===== src/rtl/frame_pkg.sv =====
// Shared types and constants for the MAC RX frame receiver.
package frame_pkg;

    typedef enum logic [2:0] {
        ST_RESET       = 3'd0,
        ST_IDLE        = 3'd1,
        ST_MAC_DST     = 3'd2,
        ST_MAC_SRC     = 3'd3,
        ST_ETH_TYPE    = 3'd4,
        ST_DATA        = 3'd5,
        ST_WAIT_STATUS = 3'd6,
        ST_DROP        = 3'd7
    } state_t;

    typedef enum logic [2:0] {
        DR_NONE      = 3'd0,
        DR_RUNT      = 3'd1,
        DR_ADDR      = 3'd2,
        DR_BAD       = 3'd3,
        DR_LEN       = 3'd4,
        DR_NO_STATUS = 3'd5
    } drop_reason_t;

    localparam logic [47:0] BROADCAST_MAC = 48'hFFFF_FFFF_FFFF;
    localparam logic [15:0] ETH_TYPE_ARP  = 16'h0806;

    function automatic logic [10:0] sat_inc(input logic [10:0] v);
        return (v == 11'h7FF) ? v : v + 11'd1;
    endfunction

endpackage


===== src/rtl/rx_hdr_capture.sv =====
// Shifts header bytes into dst/src/type shadow registers by byte index;
// the visible header registers only update on the load strobe.
module rx_hdr_capture (
    input  logic        i_clk,
    input  logic        i_reset,
    input  logic        i_byte_en,
    input  logic [3:0]  i_byte_idx,
    input  logic [7:0]  i_data,
    input  logic        i_load,
    output logic [47:0] o_dst_next,
    output logic [47:0] o_dst_mac,
    output logic [47:0] o_src_mac,
    output logic [15:0] o_eth_type
);

    logic [47:0] r_dst_sh;
    logic [47:0] r_src_sh;
    logic [15:0] r_type_sh;
    logic [47:0] r_dst_mac;
    logic [47:0] r_src_mac;
    logic [15:0] r_eth_type;

    // Address filter looks at the full destination including the byte arriving now.
    assign o_dst_next = {r_dst_sh[39:0], i_data};

    always_ff @(posedge i_clk) begin
        if (i_reset) begin
            r_dst_sh   <= '0;
            r_src_sh   <= '0;
            r_type_sh  <= '0;
            r_dst_mac  <= '0;
            r_src_mac  <= '0;
            r_eth_type <= '0;
        end else begin
            if (i_byte_en) begin
                if (i_byte_idx < 4'd6)
                    r_dst_sh <= o_dst_next;
                else if (i_byte_idx < 4'd12)
                    r_src_sh <= {r_src_sh[39:0], i_data};
                else if (i_byte_idx < 4'd14)
                    r_type_sh <= {r_type_sh[7:0], i_data};
            end
            if (i_load) begin
                r_dst_mac  <= r_dst_sh;
                r_src_mac  <= r_src_sh;
                r_eth_type <= r_type_sh;
            end
        end
    end

    assign o_dst_mac  = r_dst_mac;
    assign o_src_mac  = r_src_mac;
    assign o_eth_type = r_eth_type;

endmodule


===== src/rtl/frame_receiver.sv =====
// MAC RX client: parses the Ethernet header, filters on destination MAC,
// and classifies each frame as received or dropped.
//
// state        | meaning
// RESET        | one cycle after reset release, MAC RX still disabled
// IDLE         | waiting for a dvld rising edge
// MAC_DST      | bytes 0-5, destination MAC
// MAC_SRC      | bytes 6-11, source MAC
// ETH_TYPE     | bytes 12-13, EtherType
// DATA         | payload bytes, counting
// WAIT_STATUS  | dvld fell, waiting for MAC good/bad pulse
// DROP         | discarding until dvld falls
module frame_receiver
    import frame_pkg::*;
#(
    parameter logic [47:0] LOCAL_MAC      = 48'h0012E228130E,
    parameter logic        PROMISC        = 1'b0,
    parameter int          MIN_FRAME      = 60,
    parameter int          MAX_FRAME      = 1514,
    parameter int          STATUS_TIMEOUT = 16
) (
    input  logic        rx_clk,
    input  logic        reset,
    output logic        conf_rx_en,
    output logic        conf_rx_jumbo_en,
    output logic        conf_rx_no_chk_crc,
    input  logic [7:0]  mac_rx_data,
    input  logic        mac_rx_dvld,
    input  logic        mac_rx_good_frame,
    input  logic        mac_rx_bad_frame,
    output logic [47:0] rx_dst_mac,
    output logic [47:0] rx_src_mac,
    output logic [15:0] rx_eth_type,
    output logic [10:0] rx_byte_count,
    output logic        frame_received,
    output logic        frame_dropped,
    output logic [2:0]  drop_reason,
    output logic [15:0] good_count,
    output logic [15:0] drop_count
);

    localparam logic [10:0] MIN_B    = 11'(MIN_FRAME);
    localparam logic [10:0] MAX_B    = 11'(MAX_FRAME);
    localparam logic [7:0]  TMR_LOAD = 8'(STATUS_TIMEOUT - 1);

    state_t       r_state, w_next_state;
    drop_reason_t r_pend, w_pend_val, w_reason, r_drop_reason;
    logic         w_pend_set, w_drop, w_accept, w_resolve;
    logic         w_timer_load, w_timer_dec;
    logic         r_dvld_d, r_conf_rx_en;
    logic [10:0]  r_byte_cnt, r_rx_byte_count;
    logic [7:0]   r_timer;
    logic         r_frame_received, r_frame_dropped;
    logic [15:0]  r_good_count, r_drop_count;
    logic [47:0]  w_dst_next;
    logic         w_addr_ok, w_len_ok, w_status, w_cap_en, w_in_hdr;

    assign w_in_hdr  = (r_state == ST_MAC_DST) || (r_state == ST_MAC_SRC) ||
                       (r_state == ST_ETH_TYPE);
    assign w_cap_en  = mac_rx_dvld &&
                       (((r_state == ST_IDLE) && !r_dvld_d) || w_in_hdr);
    assign w_addr_ok = PROMISC || (w_dst_next == LOCAL_MAC) ||
                       (w_dst_next == BROADCAST_MAC);
    assign w_len_ok  = (r_byte_cnt >= MIN_B) && (r_byte_cnt <= MAX_B);
    assign w_status  = mac_rx_good_frame || mac_rx_bad_frame;

    rx_hdr_capture u_hdr (
        .i_clk      (rx_clk),
        .i_reset    (reset),
        .i_byte_en  (w_cap_en),
        .i_byte_idx (r_byte_cnt[3:0]),
        .i_data     (mac_rx_data),
        .i_load     (w_accept),
        .o_dst_next (w_dst_next),
        .o_dst_mac  (rx_dst_mac),
        .o_src_mac  (rx_src_mac),
        .o_eth_type (rx_eth_type)
    );

    always_ff @(posedge rx_clk) begin
        if (reset)
            r_state <= ST_RESET;
        else
            r_state <= w_next_state;
    end

    always_comb begin
        w_next_state = r_state;
        w_drop       = 1'b0;
        w_reason     = DR_NONE;
        w_accept     = 1'b0;
        w_resolve    = 1'b0;
        w_pend_set   = 1'b0;
        w_pend_val   = DR_NONE;
        w_timer_load = 1'b0;
        w_timer_dec  = 1'b0;
        case (r_state)
            ST_RESET: w_next_state = ST_IDLE;
            ST_IDLE: begin
                if (mac_rx_dvld && !r_dvld_d)
                    w_next_state = ST_MAC_DST;
            end
            ST_MAC_DST, ST_MAC_SRC, ST_ETH_TYPE: begin
                if (!mac_rx_dvld) begin
                    w_drop       = 1'b1;
                    w_reason     = DR_RUNT;
                    w_next_state = ST_IDLE;
                end else if ((r_state == ST_MAC_DST) && (r_byte_cnt == 11'd5)) begin
                    if (w_addr_ok) begin
                        w_next_state = ST_MAC_SRC;
                    end else begin
                        w_next_state = ST_DROP;
                        w_pend_set   = 1'b1;
                        w_pend_val   = DR_ADDR;
                    end
                end else if ((r_state == ST_MAC_SRC) && (r_byte_cnt == 11'd11)) begin
                    w_next_state = ST_ETH_TYPE;
                end else if ((r_state == ST_ETH_TYPE) && (r_byte_cnt == 11'd13)) begin
                    w_next_state = ST_DATA;
                end
            end
            ST_DATA: begin
                // A status pulse coinciding with the dvld fall is honoured directly.
                if (!mac_rx_dvld) begin
                    if (w_status) begin
                        w_resolve    = 1'b1;
                        w_next_state = ST_IDLE;
                    end else begin
                        w_timer_load = 1'b1;
                        w_next_state = ST_WAIT_STATUS;
                    end
                end
            end
            ST_WAIT_STATUS: begin
                if (w_status) begin
                    w_resolve    = 1'b1;
                    w_next_state = ST_IDLE;
                end else if (mac_rx_dvld) begin
                    w_drop       = 1'b1;
                    w_reason     = DR_NO_STATUS;
                    w_pend_set   = 1'b1;
                    w_pend_val   = DR_NONE;
                    w_next_state = ST_DROP;
                end else if (r_timer == 8'd0) begin
                    w_drop       = 1'b1;
                    w_reason     = DR_NO_STATUS;
                    w_next_state = ST_IDLE;
                end else begin
                    w_timer_dec = 1'b1;
                end
            end
            ST_DROP: begin
                if (!mac_rx_dvld) begin
                    w_next_state = ST_IDLE;
                    if (r_pend != DR_NONE) begin
                        w_drop   = 1'b1;
                        w_reason = r_pend;
                    end
                end
            end
            default: w_next_state = ST_IDLE;
        endcase
        if (w_resolve) begin
            if (mac_rx_bad_frame) begin
                w_drop   = 1'b1;
                w_reason = DR_BAD;
            end else if (w_len_ok) begin
                w_accept = 1'b1;
            end else begin
                w_drop   = 1'b1;
                w_reason = DR_LEN;
            end
        end
    end

    always_ff @(posedge rx_clk) begin
        if (reset) begin
            r_dvld_d         <= 1'b0;
            r_conf_rx_en     <= 1'b0;
            r_byte_cnt       <= '0;
            r_timer          <= '0;
            r_pend           <= DR_NONE;
            r_frame_received <= 1'b0;
            r_frame_dropped  <= 1'b0;
            r_drop_reason    <= DR_NONE;
            r_rx_byte_count  <= '0;
            r_good_count     <= '0;
            r_drop_count     <= '0;
        end else begin
            r_dvld_d     <= mac_rx_dvld;
            r_conf_rx_en <= 1'b1;
            if (w_next_state == ST_IDLE)
                r_byte_cnt <= '0;
            else if (r_state == ST_IDLE)
                r_byte_cnt <= 11'd1;
            else if (mac_rx_dvld && (w_in_hdr || (r_state == ST_DATA)))
                r_byte_cnt <= sat_inc(r_byte_cnt);
            if (w_timer_load)
                r_timer <= TMR_LOAD;
            else if (w_timer_dec)
                r_timer <= r_timer - 8'd1;
            if (w_pend_set)
                r_pend <= w_pend_val;
            r_frame_received <= w_accept;
            r_frame_dropped  <= w_drop;
            r_drop_reason    <= w_drop ? w_reason : DR_NONE;
            if (w_accept) begin
                r_rx_byte_count <= r_byte_cnt;
                r_good_count    <= r_good_count + 16'd1;
            end
            if (w_drop)
                r_drop_count <= r_drop_count + 16'd1;
        end
    end

    assign conf_rx_en         = r_conf_rx_en;
    assign conf_rx_jumbo_en   = 1'b0;
    assign conf_rx_no_chk_crc = 1'b0;
    assign rx_byte_count      = r_rx_byte_count;
    assign frame_received     = r_frame_received;
    assign frame_dropped      = r_frame_dropped;
    assign drop_reason        = r_drop_reason;
    assign good_count         = r_good_count;
    assign drop_count         = r_drop_count;

endmodule


===== config.mk =====
export PLATFORM = sky130hd
export DESIGN_NAME = frame_receiver
export DESIGN_NICKNAME = d
export VERILOG_FILES = /design/src/rtl/frame_pkg.sv /design/src/rtl/rx_hdr_capture.sv /design/src/rtl/frame_receiver.sv
export SDC_FILE = /design/constraint.sdc
export NUM_CORES = 1
export LEC_CHECK = 0
export CORE_MARGIN = 1
export CORE_UTILIZATION = 30
export DETAILED_ROUTE_END_ITERATION = 16
export MAX_ROUTING_LAYER = met4
export PLACE_DENSITY = 0.58
export SLEW_MARGIN = 20
export SYNTH_ARGS = -nofsm -noshare
export SYNTH_HDL_FRONTEND = slang
export SYNTH_SLANG_ARGS = --single-unit

===== constraint.sdc =====
create_clock -name rx_clk -period 3.2 [get_ports rx_clk]
set_input_delay 0.8 -clock rx_clk [delete_from_list [all_inputs] [get_ports rx_clk]]
set_output_delay 0.8 -clock rx_clk [all_outputs]
set_load 0.03 [all_outputs]

==> flow_summary.toml <==
[run_status]
run_status = "finished clean"

[global_routing]
grt_pass1_vias = 9523
antenna_found_initial = 0
grt_max_degree = 244
grt_first_pass_wirelength_um = 52200
grt_usage_pct = 17.2
gr-total-overflow = 0

[layout]
design_area_sq_um = 15000
fin_nets = 1554
layout_commonest_cell = "nand2_1"
most-common-layout-cells = "nand2_1 (370), dfxtp_1 (297), a21oi_1 (197)"
fin_util_pct = 39.9
synthToLayoutAreaGrowth_pct = 31.2
antenna_cells = 0
drive_gt1_share_pct = 6.93
fillers = 3791

[setup_path]
cp.required_ns = 3.60
r2r_start = "r_byte_cnt[6]"
r2r_cells = 7
regToRegEndpoint = "drop_count[1]"
rrSetupSlack_ns = 0.31
cp-start-kind = "flip-flop"
crit_arrival_ns = 3.29
crit_path_end_kind = "flip-flop"
crit_fanout = 15
path_class = "reg -> reg"

[detailed_routing]
routed_wl_um = 32600
drcViolationCount = 0
antenna_left = 0
wire_per_inst_um = 15.7
dr.pass1.iters = 6
viasPerCell = 4.81
num_vias = 9962
drt_iter0_drc = 669

[synthesis]
syn_inst = 1378
syn_area_per_cell_sq_um = 8.30
synth_seq_cells = 297
yosys.cell_types.count = 59
syn_area_sq_um = 11400
synth_top_cell_by_area = "dfxtp_1"
synth_top_area_share_pct = 52.0
ys_async_sr_fraction_pct = 0
yosysSeqAreaShare_pct = 52.0
synthFlopType = "dfxtp_1"
synth_warnings = 0
yosys-top-cells-area = "dfxtp_1 (52%), nand2_1 (12%), a21oi_1 (8.6%), mux2i_1 (5.9%), nor2_1 (3.4%)"
synth_edf_count = 0

[sta]
maxSlewHeadroom_pct = 11.9
final-hold-violation-count = 0
fin_skew_ns = 0.00928
finalSetupTns_ns = 0
whs_ns = 0.451
fin_crit_ns = 2.89
setup_viol = 0
maxSlewViolCount = 0
worst_pin_slew_ns = 1.32
max_clock_freq_ghz = 0.346
rsz0062_at_grt = "false"
period_share_pct = 90.3

[clock_network]
htreeDepth = 2
cts_setup_buffers = 0
cts_root_buf = "clkbuf_16"
cts_resized = 0
cts_tree = "done"
clk_latency_ns = 0.53
cts_made_buffers = 35
cts_sinks = 297
hold_buffers = 0
cts.path.max_buffers = 3
cts.clk_slew.worst_paths_ns = 0.06

[place]
port_buffers = 173
hpwl_um = 21600
place_congestion = 0.865
placed_area_sq_um = 13900

[floorplan]
io_pins = 176
coreArea_sq_um = 37600
die_y_um = 197
start_util_pct = 30.4
row_count = 71
die_w_um = 197
fp.dieArea_sq_um = 38900

[pwr]
p_leak_uw = 0.00531
finalPower_uw = 7910
vdd_drop_max_uv = 278
p_per_area_nw_per_um2 = 528

[worst_hold_path]
hp-start = "u_hdr.r_src_sh[46]"
whs_endpoint = "u_hdr.o_src_mac[46]"
min_path_cells = 2
hold_path.class = "reg -> reg"

[job]
cap_violations = 0
==> metrics by stage <==
step	worst slack, ns	instances
2_1_floorplan	0.481	1379
3_3_place_gp	0.0545	2009
3_5_place_dp	-0.0477	2009
4_1_cts	0.377	2070
5_1_grt	0.0824	2070
6_report	0.311	2070
==> worst max path at each step <==
stage	start	endpoint
after global placement	mac_rx_data[2]	r_byte_cnt[8]
final	r_byte_cnt[6]	drop_count[1]
after global routing	r_byte_cnt[7]	drop_count[1]
after CTS	r_byte_cnt[6]	drop_count[1]
after detailed placement	mac_rx_data[2]	r_byte_cnt[2]
after floorplan	mac_rx_good_frame	r_timer[6]
==> routing by layer <==
metal / track usage, % / wire, um / vias up
li1: - / - / 5001
met4: 5.94 / 910 / 0
met5: - / 0 / -
met3: 2.87 / 1380 / 59
met2: 25.8 / 14400 / 216
met1: 23.2 / 15900 / 4686
==> cell families after synthesis <==
family | share of synthesized area (%)
adders and majority gates | 0.657
xor gates and xnor gates | 2.37
AOI/OAI and AO/OA | 12.1
and+or+nand+nor | 23.0
muxes | 5.87
buffers and inverters | 3.95
DFF | 52.0
other | 0.0328
==> layout make-up <==
type                       count  area, sq um  share of cell area, %
inverter                      18         67.6                  0.450
multi-input combinational    969         5060                   33.7
clock inverter                18          211                   1.41
tap                          511          639                   4.26
sequential                   297         5950                   39.6
clock buffer                  43          936                   6.24
timing repair buffer         214         2140                   14.3
==> state kept, by name, indices dropped and copies added (netlist names) <==
name / flops
frame_received: 1
u_hdr.o_src_mac: 48
u_hdr.o_dst_mac: 48
r_byte_cnt: 11
u_hdr.r_type_sh: 16
conf_rx_en: 1
drop_reason: 3
u_hdr.r_src_sh: 48
r_dvld_d: 1
u_hdr.o_eth_type: 16
rx_byte_count: 11
r_timer: 8
frame_dropped: 1
u_hdr.r_dst_sh: 48
drop_count: 16
good_count: 16
r_state: 3
r_pend: 1
==> worst max-delay path, stage by stage (launching register included) <==
cell	delay [ns]
dfxtp_1	0.38
and4_1	0.26
o21ai_0	0.58
o211ai_1	0.20
a21oi_1	0.80
buf_4	0.31
mux2i_1	0.19
nor2_1	0.05
==> report_power, final <==
group / switching (uW) / total (uW) / internal (uW)
clock: 1630 / 3980 / 2350
sequential: 19.7 / 3730 / 3710
combinational: 135 / 206 / 71.3
==> synth_stat cells, drive strengths merged, types with 2 or more instances <==
| master | count |
|---|---|
| a2111oi | 2 |
| nand2b | 3 |
| and2 | 4 |
| and3 | 5 |
| nor3b | 3 |
| nand3 | 15 |
| o31ai | 7 |
| or3b | 2 |
| inv | 17 |
| nor4 | 19 |
| a22oi | 2 |
| nor3 | 25 |
| o211ai | 5 |
| a211oi | 4 |
| buf | 23 |
| ha | 6 |
| clkbuf | 72 |
| mux2i | 67 |
| o21ai | 18 |
| and4 | 3 |
| a31oi | 4 |
| nand4 | 26 |
| nor2 | 105 |
| xor2 | 12 |
| or3 | 11 |
| nand2 | 370 |
| dfxtp | 297 |
| or4 | 10 |
| a21oi | 197 |
| xnor2 | 19 |
| nor2b | 4 |
(Power assumes the default switching activity.)
